`config.mk`:
```
export PLATFORM = sky130hd
export DESIGN_NAME = mux_rr_arbiter
export DESIGN_NICKNAME = d
export VERILOG_FILES = /design/src/rtl/mux_arb_pkg.sv /design/src/rtl/mux_4_to_1_bus.sv /design/src/rtl/mux_rr_arbiter.sv
export SDC_FILE = /design/constraint.sdc
export NUM_CORES = 1
export LEC_CHECK = 0
export CORE_UTILIZATION = 34
export DETAILED_ROUTE_END_ITERATION = 8
export PLACE_DENSITY = 0.83
export SETUP_SLACK_MARGIN = 0.3
export SLEW_MARGIN = 40
export SYNTH_ARGS = -nofsm -noshare
export SYNTH_HDL_FRONTEND = slang
export SYNTH_HIERARCHICAL = 1
export SYNTH_SLANG_ARGS = --single-unit
```
`constraint.sdc`:
```
create_clock -name i_clk -period 1.6 [get_ports i_clk]
set_input_delay 0.24 -clock i_clk [delete_from_list [all_inputs] [get_ports i_clk]]
set_output_delay 0.24 -clock i_clk [all_outputs]
set_load 0.02 [all_outputs]
```
`src/rtl/mux_arb_pkg.sv`:
```
// Shared types and the round-robin pick helper for the 4-requester mux arbiter.
package mux_arb_pkg;

  localparam int N_REQ = 4;
  localparam int SEL_W = 2;

  typedef enum logic [0:0] {
    ST_IDLE  = 1'b0,
    ST_GRANT = 1'b1
  } state_e;

  typedef struct packed {
    logic             found;
    logic [SEL_W-1:0] idx;
  } pick_t;

  // Walk offsets high-to-low so the smallest offset from ptr wins.
  function automatic pick_t rr_pick(input logic [N_REQ-1:0] req,
                                    input logic [SEL_W-1:0] ptr);
    pick_t            res;
    logic [SEL_W-1:0] k;
    res.found = 1'b0;
    res.idx   = ptr;
    for (int i = N_REQ - 1; i >= 0; i--) begin
      k = ptr + SEL_W'(i);
      if (req[k]) begin
        res.found = 1'b1;
        res.idx   = k;
      end
    end
    return res;
  endfunction

endpackage

```
`src/rtl/mux_4_to_1_bus.sv`:
```
// DATA_W-wide combinational 4:1 mux steered by the arbiter's registered select.
module mux_4_to_1_bus
  import mux_arb_pkg::*;
#(
  parameter int DATA_W = 8
) (
  input  logic [N_REQ*DATA_W-1:0] data_i,
  input  logic [SEL_W-1:0]        sel_i,
  output logic [DATA_W-1:0]       data_o
);

  always_comb begin
    case (sel_i)
      2'd0:    data_o = data_i[0*DATA_W +: DATA_W];
      2'd1:    data_o = data_i[1*DATA_W +: DATA_W];
      2'd2:    data_o = data_i[2*DATA_W +: DATA_W];
      2'd3:    data_o = data_i[3*DATA_W +: DATA_W];
      default: data_o = {DATA_W{1'b0}};
    endcase
  end

endmodule

```
`src/rtl/mux_rr_arbiter.sv`:
```
// Round-robin arbiter owning the 4:1 datapath mux select; grants bounded bursts
// and forwards the selected requester over a valid/ready handshake.
module mux_rr_arbiter
  import mux_arb_pkg::*;
#(
  parameter int DATA_W    = 8,
  parameter int MAX_BURST = 4
) (
  input  logic                    i_clk,
  input  logic                    i_rst,
  input  logic [N_REQ-1:0]        i_req_valid,
  input  logic [N_REQ*DATA_W-1:0] i_req_data,
  output logic [N_REQ-1:0]        o_req_ready,
  output logic                    o_valid,
  output logic [DATA_W-1:0]       o_data,
  input  logic                    i_ready,
  output logic [SEL_W-1:0]        o_sel,
  output logic                    o_busy
);

  localparam logic [3:0] BURST_LIM = 4'(MAX_BURST);

  state_e           state_q, state_d;
  logic [SEL_W-1:0] sel_q, sel_d;
  logic [SEL_W-1:0] ptr_q, ptr_d;
  logic [3:0]       cnt_q, cnt_d;

  pick_t            pick_s;
  logic             busy_s;
  logic             sel_valid_s;
  logic             beat_s;
  logic [3:0]       cnt_inc_s;
  logic [DATA_W-1:0] mux_data_s;

  mux_4_to_1_bus #(.DATA_W(DATA_W)) u_mux (
    .data_i (i_req_data),
    .sel_i  (sel_q),
    .data_o (mux_data_s)
  );

  assign pick_s      = rr_pick(i_req_valid, ptr_q);
  assign busy_s      = (state_q == ST_GRANT);
  assign sel_valid_s = i_req_valid[sel_q];
  assign beat_s      = busy_s & sel_valid_s & i_ready;
  assign cnt_inc_s   = cnt_q + 4'd1;

  assign o_busy      = busy_s;
  assign o_sel       = sel_q;
  assign o_valid     = busy_s & sel_valid_s;
  assign o_data      = busy_s ? mux_data_s : {DATA_W{1'b0}};
  assign o_req_ready = (busy_s & i_ready) ? ({{(N_REQ-1){1'b0}}, 1'b1} << sel_q)
                                          : {N_REQ{1'b0}};

  // Next-state: grant on any request in IDLE; release on drop or full burst.
  always_comb begin
    state_d = state_q;
    sel_d   = sel_q;
    ptr_d   = ptr_q;
    cnt_d   = cnt_q;
    case (state_q)
      ST_IDLE: begin
        if (pick_s.found) begin
          sel_d   = pick_s.idx;
          cnt_d   = 4'd0;
          state_d = ST_GRANT;
        end else begin
          state_d = ST_IDLE;
        end
      end
      ST_GRANT: begin
        if (!sel_valid_s) begin
          state_d = ST_IDLE;
          ptr_d   = sel_q + 2'd1;
        end else if (beat_s) begin
          cnt_d = cnt_inc_s;
          if (cnt_inc_s == BURST_LIM) begin
            state_d = ST_IDLE;
            ptr_d   = sel_q + 2'd1;
          end else begin
            state_d = ST_GRANT;
          end
        end else begin
          state_d = ST_GRANT;
        end
      end
      default: begin
        state_d = ST_IDLE;
      end
    endcase
  end

  // Arbiter state, select, priority pointer and burst counter.
  always_ff @(posedge i_clk or posedge i_rst) begin
    if (i_rst) begin
      state_q <= ST_IDLE;
      sel_q   <= 2'd0;
      ptr_q   <= 2'd0;
      cnt_q   <= 4'd0;
    end else begin
      state_q <= state_d;
      sel_q   <= sel_d;
      ptr_q   <= ptr_d;
      cnt_q   <= cnt_d;
    end
  end

endmodule

```
==> results of run 1 <==
## per-layer routing
metal  share of wire  GRT usage
met5               0          0
met1            0.35      0.234
met3            0.11     0.0361
met2            0.52      0.441
met4           0.017     0.0812
## timing repair
| item | in CTS | in global routing |
|---|---|---|
| resized for setup | 114 | 14 |
| cloned | 1 | 0 |
| setup buffers | 7 | 3 |
| pin swaps | 13 | 5 |
| setup endpoints to repair | 25 | 23 |
## worst register-to-register path: cells and delay by family, from the launching register on
| family | cells | cell delay, ns |
|---|---|---|
| muxes | 1 | 0.19 |
| AOI/OAI and AO/OA | 2 | 0.28 |
| buffers and inverters | 3 | 0.39 |
| DFF | 1 | 0.43 |
| and+or+nand+nor | 1 | 0.49 |
## worst max path at each step
stage | end | depth (start not counted) | slack, ns | start
floorplan | o_data[0] | 3 | 0.009 | o_sel[0]
global placement | o_data[4] | 4 | -0.44 | i_req_data[28]
detailed placement | o_data[5] | 4 | -0.48 | i_req_data[21]
CTS | o_data[6] | 5 | -0.31 | o_sel[0]
global route | o_data[6] | 5 | -0.36 | o_sel[0]
finish | o_data[6] | 5 | -0.32 | o_sel[0]
## power by group through the flow
stage | Combinational (mW) | Clock (mW) | Sequential (mW)
detailed placement | 2.07 | 0 | 0.483
floorplan | 1.14 | 0 | 0.508
CTS | 2.54 | 0.182 | 0.437
global placement | 2.02 | 0 | 0.476
global route | 2.88 | 0.195 | 0.451
finish | 2.70 | 0.183 | 0.439
## area by class of cell
class	instances	area share
clock buffers	4	0.0132
inverters	7	0.0145
multi-input cells	74	0.401
flip-flops and latches	9	0.115
well taps	30	0.0189
repair buffers	86	0.437
## cell usage after synthesis
master / n
nor3b_1: 1
a21o_1: 1
o22ai_1: 1
xnor2_1: 1
and3_1: 4
mux2_1: 1
clkbuf_1: 2
or2b_1: 1
mux2i_1: 5
nand4_1: 1
nor2_1: 3
o21ai_0: 4
mux4_2: 8
o22a_1: 3
nor4_1: 1
nand2b_1: 1
o41ai_1: 1
or4b_4: 1
nand4b_1: 1
dfrtp_1: 9
inv_1: 7
nand2_1: 5
xor2_1: 1
ha_1: 6
nand3_1: 4
nor2b_1: 3
o221ai_1: 1
buf_6: 1
clkbuf_2: 1
and2_1: 9
a21oi_1: 5
o211ai_2: 1
## per-stage QoR
stage | hold slack, ns | setup TNS [ns]
after floorplan | 0.0677 | 0
after global placement | 0.515 | -5.87
after detailed placement | 0.530 | -6.15
after CTS | 0.247 | -3.57
after global routing | 0.267 | -4.57
final | 0.228 | -3.65
## cell families after synthesis
| group | after synthesis |
|---|---|
| and+or+nand+nor | 35 |
| AOI/OAI and AO/OA | 17 |
| muxes | 14 |
| buffers and inverters | 11 |
| DFF | 9 |
| adders and majority gates | 6 |
| xor gates and xnor gates | 2 |
## registers in the layout, indices dropped and copies added (netlist names)
| signal | count |
|---|---|
| cnt_q | 4 |
| o_sel | 2 |
| ptr_q | 2 |
| o_busy | 1 |
==> metrics.csv, run 1 <==
metric,value,unit
outcome,"complete, but fails checks",
violations,negative setup slack,
wl,3340,µm
fin_skew,0.0124,ns
grt_pass1_vias,1027,
finalPower,3.32,mW
grt_pass1_wl,4690,µm
switchingPower,1.31,mW
critical_path_class,reg2out,
die_x,54.3,µm
synth.avg_cell_area,9.90,µm²
synth_top_family_by_area,multiplexers,
cp.arrival,1.68,ns
power.leakage,0.885,nW
drtAntennaViolNets,0,
gp_congestion,0.869,
rsz0062_at_grt,yes,
p_sw_frac,0.395,
rows,18,
crit_buf_inv,3,
dpl_cell_area,0.00170,mm²
initial_utilization,0.369,
die_area,0.00295,mm²
p_int,2.01,mW
cts_tree,done,
h-tree-depth,1,
setup_slack,-0.320,ns
finalNonFillerCells,210,
fp.dieH,54.3,µm
setup.worst_path.start_class,register,
grt_start_max_net_pins,11,
rr_worst_depth,7,
ir_drop,1.48,mV
holdBufCountCts,0,
layout.cells.most_common,clkdlybuf4s50_1,
worst_slew_pin_slew,0.357,ns
via_per_inst,5.31,
final.min_clock_period,1.92,ns
critPathMaxStageDelay,0.50,ns
antenna_found_initial,0,
netlist_area,931,µm²
yosys-top-cells-area,"dfrtp_1 (24%), mux4_2 (19%), ha_1 (8.1%)",
worst-path-max-fanout,6,
r2r-start,o_sel[0],
hold_class,in2async,
area_growth,114,%
p_comb_frac,0.813,
clock_sinks,9,
root_buffer,clkbuf_4,
worstSetupEndpointType,primary output,
n_antenna_cell,0,
power.share.clock,0.055,
period_share,1.20,
synth_warnings,6,
fin_util,0.789,
seqPwrFrac,0.132,
synth_xor_area_frac,0.0188,
drt_first_pass_iters,4,
regToRegEndpoint,cnt_q[3],
path_cells,buf_6 > buf_16 > mux4_2 > and2_4 > buf_6,
yosysTopAreaCellShare,0.242,
place_hpwl,2280,µm
hold_viol_final,0,
most-common-layout-cells,"clkdlybuf4s50_1 (34), buf_6 (22), buf_4 (21)",
seq_area,229,µm²
design_area,0.00199,mm²
clk_path_buf_depth,2,
wl_per_cell,15.9,µm
n_fill_cell,159,
cp_top_family,multiplexers,
crit_slowest_cell,mux4_2,
final_max_slew_viol_count,0,
synth_compound_area_frac,0.124,
place_inst,195,
grt_usage,0.225,
nNetsFinal,226,
coreArea,0.00252,mm²
overflow,0,
r2r_slack,-0.27,ns
synthMuxAreaShare,0.259,
ioPinCount,55,
synthSimpleGateAreaFrac,0.222,
path_common_cell,buf_6,
syn_inst,94,
required,1.36,ns
cap_violations,0,
pre_cts_ws,-0.476,ns
relSlewSlack,0.761,
yosys.area_share.adder,0.0806,
synth_top_area_cell,dfrtp_1,
finalSetupViolations,19,
p_per_area,1670,mW/mm²
drive_gt1_frac,0.483,
numCtsBuffers,3,
ys_seq_elements,9,
portBuffers,54,
vias,1116,
drt_iter0_drc,20,
yosysUniqueCellTypes,32,
clkSlewWorstSetupHoldPaths,0.07,ns
multiInputGateArea,798,µm²
clkLatencyLatePin,0.27,ns
fmax,521,MHz
syn-num-nets,139,
drc,0,
synth.yosys.seq_area_share,0.242,
Note: power is estimated with default switching activity, not from simulation.
==> inputs of run 2 (changes only) <==
--- a/config.mk
+++ b/config.mk
@@ -5,7 +5,9 @@
 export SDC_FILE = /design/constraint.sdc
 export NUM_CORES = 1
 export LEC_CHECK = 0
+export CORE_MARGIN = 2
 export CORE_UTILIZATION = 34
+export CTS_CLUSTER_SIZE = 16
 export DETAILED_ROUTE_END_ITERATION = 8
 export PLACE_DENSITY = 0.83
 export SETUP_SLACK_MARGIN = 0.3
==> run 2 against run 1 <==
Against the previous run:
- the run still ends with negative setup slack left
- sequential power up 2%
- critical path depth shrank 1
- routed wire length is 1.4% lower
- worst setup slack better by 0.072 ns
- global-route usage down 1.2 points
- die area rose by 7.5%
- clock-buffer cell count is the same
- worst hold slack improved by 0.014 ns
- total power decreased by 1.2%
- clock skew decreased by 0.0083 ns
- largest power group unchanged
==> metrics.csv, run 2 (synthesis results as in run 1) <==
metric,value,unit,change
fin_skew,0.00412,ns,was 0.0124 ns
seq_area,229,µm²,unchanged
rsz0062_at_grt,yes,,unchanged
gp_congestion,0.836,,was 0.869
grt_pass1_wl,5310,µm,was 4690 µm
n_fill_cell,165,,was 159
via_per_inst,5.31,,about the same
grt_start_max_net_pins,18,,was 11
setup_slack,-0.248,ns,was -0.320 ns
critical_path_class,reg2out,,unchanged
holdBufCountCts,0,,unchanged
crit_slowest_cell,mux4_2,,unchanged
finalSetupViolations,18,,was 19
wl_met2,1730,µm,was 1740 µm
design_area,0.00195,mm²,was 0.00199 mm²
clkSlewWorstSetupHoldPaths,0.07,ns,about the same
area_growth,110,%,was 114%
period_share,1.16,,was 1.20
drc,0,,unchanged
fp.dieH,56.3,µm,was 54.3 µm
hold_viol_final,0,,unchanged
fmax,541,MHz,was 521 MHz
violations,negative setup slack,,unchanged
clock_sinks,9,,unchanged
largest_register_ffs,4,,unchanged
clkLatencyLatePin,0.26,ns,was 0.27 ns
dpl_cell_area,0.00168,mm²,was 0.00170 mm²
clk_path_buf_depth,2,,unchanged
setup.worst_path.start_class,register,,unchanged
final_max_slew_viol_count,0,,unchanged
critPathMaxStageDelay,0.49,ns,was 0.50 ns
highest_layer,met4,,unchanged
cp.arrival,1.61,ns,was 1.68 ns
n_antenna_cell,0,,unchanged
numCtsBuffers,3,,unchanged
place_hpwl,2320,µm,was 2280 µm
power.leakage,0.843,nW,was 0.885 nW
cts_tree,done,,unchanged
initial_utilization,0.366,,was 0.369
relSlewSlack,0.754,,was 0.761
grt_usage,0.212,,was 0.225
path_cells,clkbuf_16 > mux4_2 > and2_4 > buf_6,,was buf_6 > buf_16 > mux4_2 > and2_4 > buf_6
coreArea,0.00254,mm²,was 0.00252 mm²
multiInputGateArea,823,µm²,was 798 µm²
pre_cts_ws,-0.463,ns,was -0.476 ns
drive_gt1_frac,0.483,,about the same
worst_slew_pin_slew,0.369,ns,was 0.357 ns
die_area,0.00317,mm²,was 0.00295 mm²
wl,3290,µm,was 3340 µm
outcome,"complete, but fails checks",,unchanged
ir_drop,1.30,mV,was 1.48 mV
wl_per_cell,16.1,µm,was 15.9 µm
worstSetupEndpointType,primary output,,unchanged
cap_violations,0,,unchanged
grt_pass1_vias,1114,,"was 1,027"
cp_top_family,multiplexers,,unchanged
rows,18,,unchanged
most-common-layout-cells,"clkdlybuf4s50_1 (34), buf_4 (19), buf_6 (18)",,"was clkdlybuf4s50_1 (34), buf_6 (22), buf_4 (21)"
met1_length,1320,µm,was 1170 µm
top_register,cnt_q,,unchanged
final.min_clock_period,1.85,ns,was 1.92 ns
hold_class,in2async,,unchanged
drtAntennaViolNets,0,,unchanged
required,1.36,ns,about the same
crit_buf_inv,2,,was 3
nNetsFinal,220,,was 226
h-tree-depth,1,,unchanged
finalPower,3.28,mW,was 3.32 mW
root_buffer,clkbuf_4,,unchanged
ioPinCount,55,,unchanged
worst-path-max-fanout,5,,was 6
overflow,0,,unchanged
layout.cells.most_common,clkdlybuf4s50_1,,unchanged
antenna_found_initial,0,,unchanged
drt_iter0_drc,30,,was 20
p_per_area,1680,mW/mm²,was 1670 mW/mm²
portBuffers,54,,unchanged
die_x,56.3,µm,was 54.3 µm
vias,1084,,"was 1,116"
drt_first_pass_iters,4,,unchanged
wl_met3,216,µm,was 364 µm
## run 2: repair_timing
item / CTS / global route
buffers inserted: 6 / 1
setup endpoints to repair: 25 / 23
resized for setup: 123 / 8
pin swaps: 11 / 1
hold endpoints to repair: 0 / 0
cloned: 1 / 0
## run 2: path summary, 6_finish.rpt
path	cells after the start	to	slack, ns	from
worst max-delay path	4	o_data[7]	-0.25	o_sel[0]
worst min-delay path	2	cnt_q[3]	0.24	i_rst
worst max register to register	7	ptr_q[1]	-0.23	o_sel[0]
worst min register to register	2	cnt_q[2]	0.59	cnt_q[2]
max in group asynchronous	2	o_sel[0]	1.07	i_rst
min in group i_clk	2	cnt_q[2]	0.59	cnt_q[2]
## run 2: layout make-up
| cell class | count | share of cell area |
|---|---|---|
| inverter | 7 | 0.0173 |
| sequential | 9 | 0.117 |
| clock buffer | 4 | 0.0135 |
| timing repair buffer | 80 | 0.411 |
| tap | 30 | 0.0192 |
| multi-input combinational | 74 | 0.422 |
## run 2: per-layer routing
layer	GRT usage	up-vias
met3	0.0346	2
met4	0.0510	0
li1	-	512
met1	0.248	516
met5	0	-
met2	0.400	54
## run 2: per-stage QoR
stage	util	setup TNS (ns)	std cells	hold WS [ns]
floorplan	-	0	94	0.0677
global route	0.767	-4.12	204	0.285
finish	0.767	-3.21	204	0.242
detailed placement	0.658	-6.66	192	0.529
CTS	0.753	-3.36	203	0.249
global placement	0.658	-5.94	192	0.517
## run 2: power breakdown
| group | switching, mW | internal (mW) |
|---|---|---|
| Combinational | 1.12 | 1.53 |
| Clock | 0.0843 | 0.0963 |
| Sequential | 0.109 | 0.337 |
==> inputs of run 3 (changes only) <==
--- a/config.mk
+++ b/config.mk
@@ -5,7 +5,7 @@
 export SDC_FILE = /design/constraint.sdc
 export NUM_CORES = 1
 export LEC_CHECK = 0
-export CORE_MARGIN = 2
+export CORE_MARGIN = 3
 export CORE_UTILIZATION = 34
 export CTS_CLUSTER_SIZE = 16
 export DETAILED_ROUTE_END_ITERATION = 8
==> run 3 against run 2 <==
Against the previous run:
- the flow still finishes with violations (negative setup slack)
- routed wire length up 14%
- critical path depth is 1 higher
- clock skew up 0.010 ns
- cell count is 0.98% higher
- global-route usage down 0.68 points
- first-iteration DRC count increased by 33%
- cell area is 0.96% lower
- worst hold slack lost 0.022 ns
- flip-flop and latch count unchanged
- combinational power decreased by 3%
- critical endpoint is now o_data[1]
- clock power rose by 3%
==> metrics.csv, run 3 (synthesis results as in run 1) <==
metric,value,unit,change
outcome,"complete, but fails checks",,unchanged
violations,negative setup slack,,unchanged
relSlewSlack,0.759,,was 0.754
clkSlewWorstSetupHoldPaths,0.07,ns,about the same
wl,3740,µm,was 3290 µm
root_buffer,clkbuf_4,,unchanged
antenna_found_initial,0,,unchanged
rr_worst_depth,6,,was 7
setup_slack,-0.340,ns,was -0.248 ns
drc,0,,unchanged
cap_violations,0,,unchanged
ir_drop,1.26,mV,was 1.30 mV
rows,18,,unchanged
gp_congestion,0.915,,was 0.836
die_x,58.3,µm,was 56.3 µm
cp.arrival,1.70,ns,was 1.61 ns
clkLatencyLatePin,0.28,ns,was 0.26 ns
grt_usage,0.206,,was 0.212
coreArea,0.00254,mm²,unchanged
place_inst,194,,was 192
hold_class,in2async,,unchanged
r2r-start,o_sel[0],,unchanged
clk_path_buf_depth,2,,unchanged
setup.worst_path.start_class,register,,unchanged
most-common-layout-cells,"clkdlybuf4s50_1 (34), buf_6 (19), buf_4 (17)",,"was clkdlybuf4s50_1 (34), buf_4 (19), buf_6 (18)"
place_hpwl,2480,µm,was 2320 µm
worst_slew_pin_slew,0.362,ns,was 0.369 ns
grt_pass1_vias,1101,,"was 1,114"
final_max_slew_viol_count,0,,unchanged
largest_register_ffs,4,,unchanged
final.min_clock_period,1.94,ns,was 1.85 ns
cts_tree,done,,unchanged
dpl_cell_area,0.00169,mm²,was 0.00168 mm²
finalNonFillerCells,206,,was 204
vias,1124,,"was 1,084"
via_per_inst,5.46,,was 5.31
numCtsBuffers,3,,unchanged
drt_iter0_drc,40,,was 30
drive_gt1_frac,0.472,,was 0.483
portBuffers,54,,unchanged
h-tree-depth,1,,unchanged
power.leakage,0.864,nW,was 0.843 nW
grt_pass1_wl,5180,µm,was 5310 µm
ioPinCount,55,,unchanged
fp.dieH,58.3,µm,was 56.3 µm
holdBufCountCts,0,,unchanged
r2r_slack,-0.24,ns,was -0.23 ns
grt_start_max_net_pins,13,,was 18
regToRegEndpoint,cnt_q[3],,was ptr_q[1]
fin_skew,0.0142,ns,was 0.00412 ns
worstSetupEndpointType,primary output,,unchanged
period_share,1.21,,was 1.16
worst-path-max-fanout,4,,was 5
overflow,0,,unchanged
finalSetupViolations,15,,was 18
critical_path_class,reg2out,,unchanged
p_per_area,1650,mW/mm²,was 1680 mW/mm²
die_area,0.00340,mm²,was 0.00317 mm²
crit_path_start,o_sel[0],,unchanged
initial_utilization,0.366,,unchanged
layout.cells.most_common,clkdlybuf4s50_1,,unchanged
wl_per_cell,18.2,µm,was 16.1 µm
drtAntennaViolNets,0,,unchanged
n_fill_cell,166,,was 165
design_area,0.00193,mm²,was 0.00195 mm²
top_register,cnt_q,,unchanged
drt_first_pass_iters,4,,unchanged
fmax,515,MHz,was 541 MHz
hold_viol_final,0,,unchanged
rsz0062_at_grt,yes,,unchanged
n_antenna_cell,0,,unchanged
nNetsFinal,222,,was 220
area_growth,108,%,was 110%
required,1.36,ns,about the same
clock_sinks,9,,unchanged
run 3: cell types whose count changed in the layout (fill, tap and decap cells not counted), sizes merged:
cell / previous run / this run
buf: 40 / 44
dlygate4sd2: 4 / 1
clkbuf: 5 / 3
dlymetal6s2s: 1 / 3
clkinv: 0 / 1
run 3: how the worst max path moves through the flow:
| stage | end | slack, ns | cells after the start |
|---|---|---|---|
| final | o_data[1] | -0.34 | 5 |
| after global routing | o_data[1] | -0.37 | 5 |
| after CTS | o_data[4] | -0.33 | 5 |
| after detailed placement | o_data[1] | -0.48 | 4 |
| after global placement | o_data[2] | -0.45 | 4 |
| after floorplan | o_data[0] | 0.009 | 3 |
run 3: worst max-delay path, stage by stage (launching register included):
cell and delay (ns):
dfrtp_2 0.43, buf_12 0.12, buf_16 0.10, mux4_2 0.50, and2_4 0.16, buf_6 0.12
run 3: final cells by class:
type                            count  area [µm²]  share of cell area
Tap cell                           30        37.5              0.0194
Clock buffer                        3        22.5              0.0116
Multi-Input combinational cell     74         776               0.401
Inverter                            7        28.8              0.0149
Timing Repair Buffer               82         836               0.432
Clock inverter                      1        5.00             0.00259
Sequential cell                     9         229               0.118
run 3: what timing repair did:
item / CTS / global route
pin swaps: 9 / 2
endpoints found under the setup margin: 25 / 22
buffers inserted: 5 / 2
gates resized for setup: 108 / 13
cloned: 1 / 0
run 3: metrics by stage:
stage	setup TNS (ns)	worst slack [ns]	hold WS, ns	util	power, mW
global route	-4.58	-0.373	0.243	0.760	3.39
floorplan	0	0.00910	0.0677	-	1.64
finish	-3.79	-0.340	0.220	0.760	3.19
global placement	-5.79	-0.450	0.515	0.664	2.48
CTS	-3.49	-0.327	0.227	0.735	3.08
detailed placement	-6.17	-0.479	0.525	0.664	2.56
run 3: power breakdown:
part           leakage [nW]  switching [mW]  internal [mW]
Sequential            0.107           0.109          0.337
Combinational         0.739            1.11           1.45
Clock                0.0177          0.0932         0.0926
run 3: routing by layer:
layer  vias to the layer above  routed length [µm]  track usage
li1                        513                   -            -
met1                       548                1390        0.224
met2                        58                2010        0.388
met3                         5                 308       0.0439
met4                         0                  41       0.0695
met5                         -                   0            0
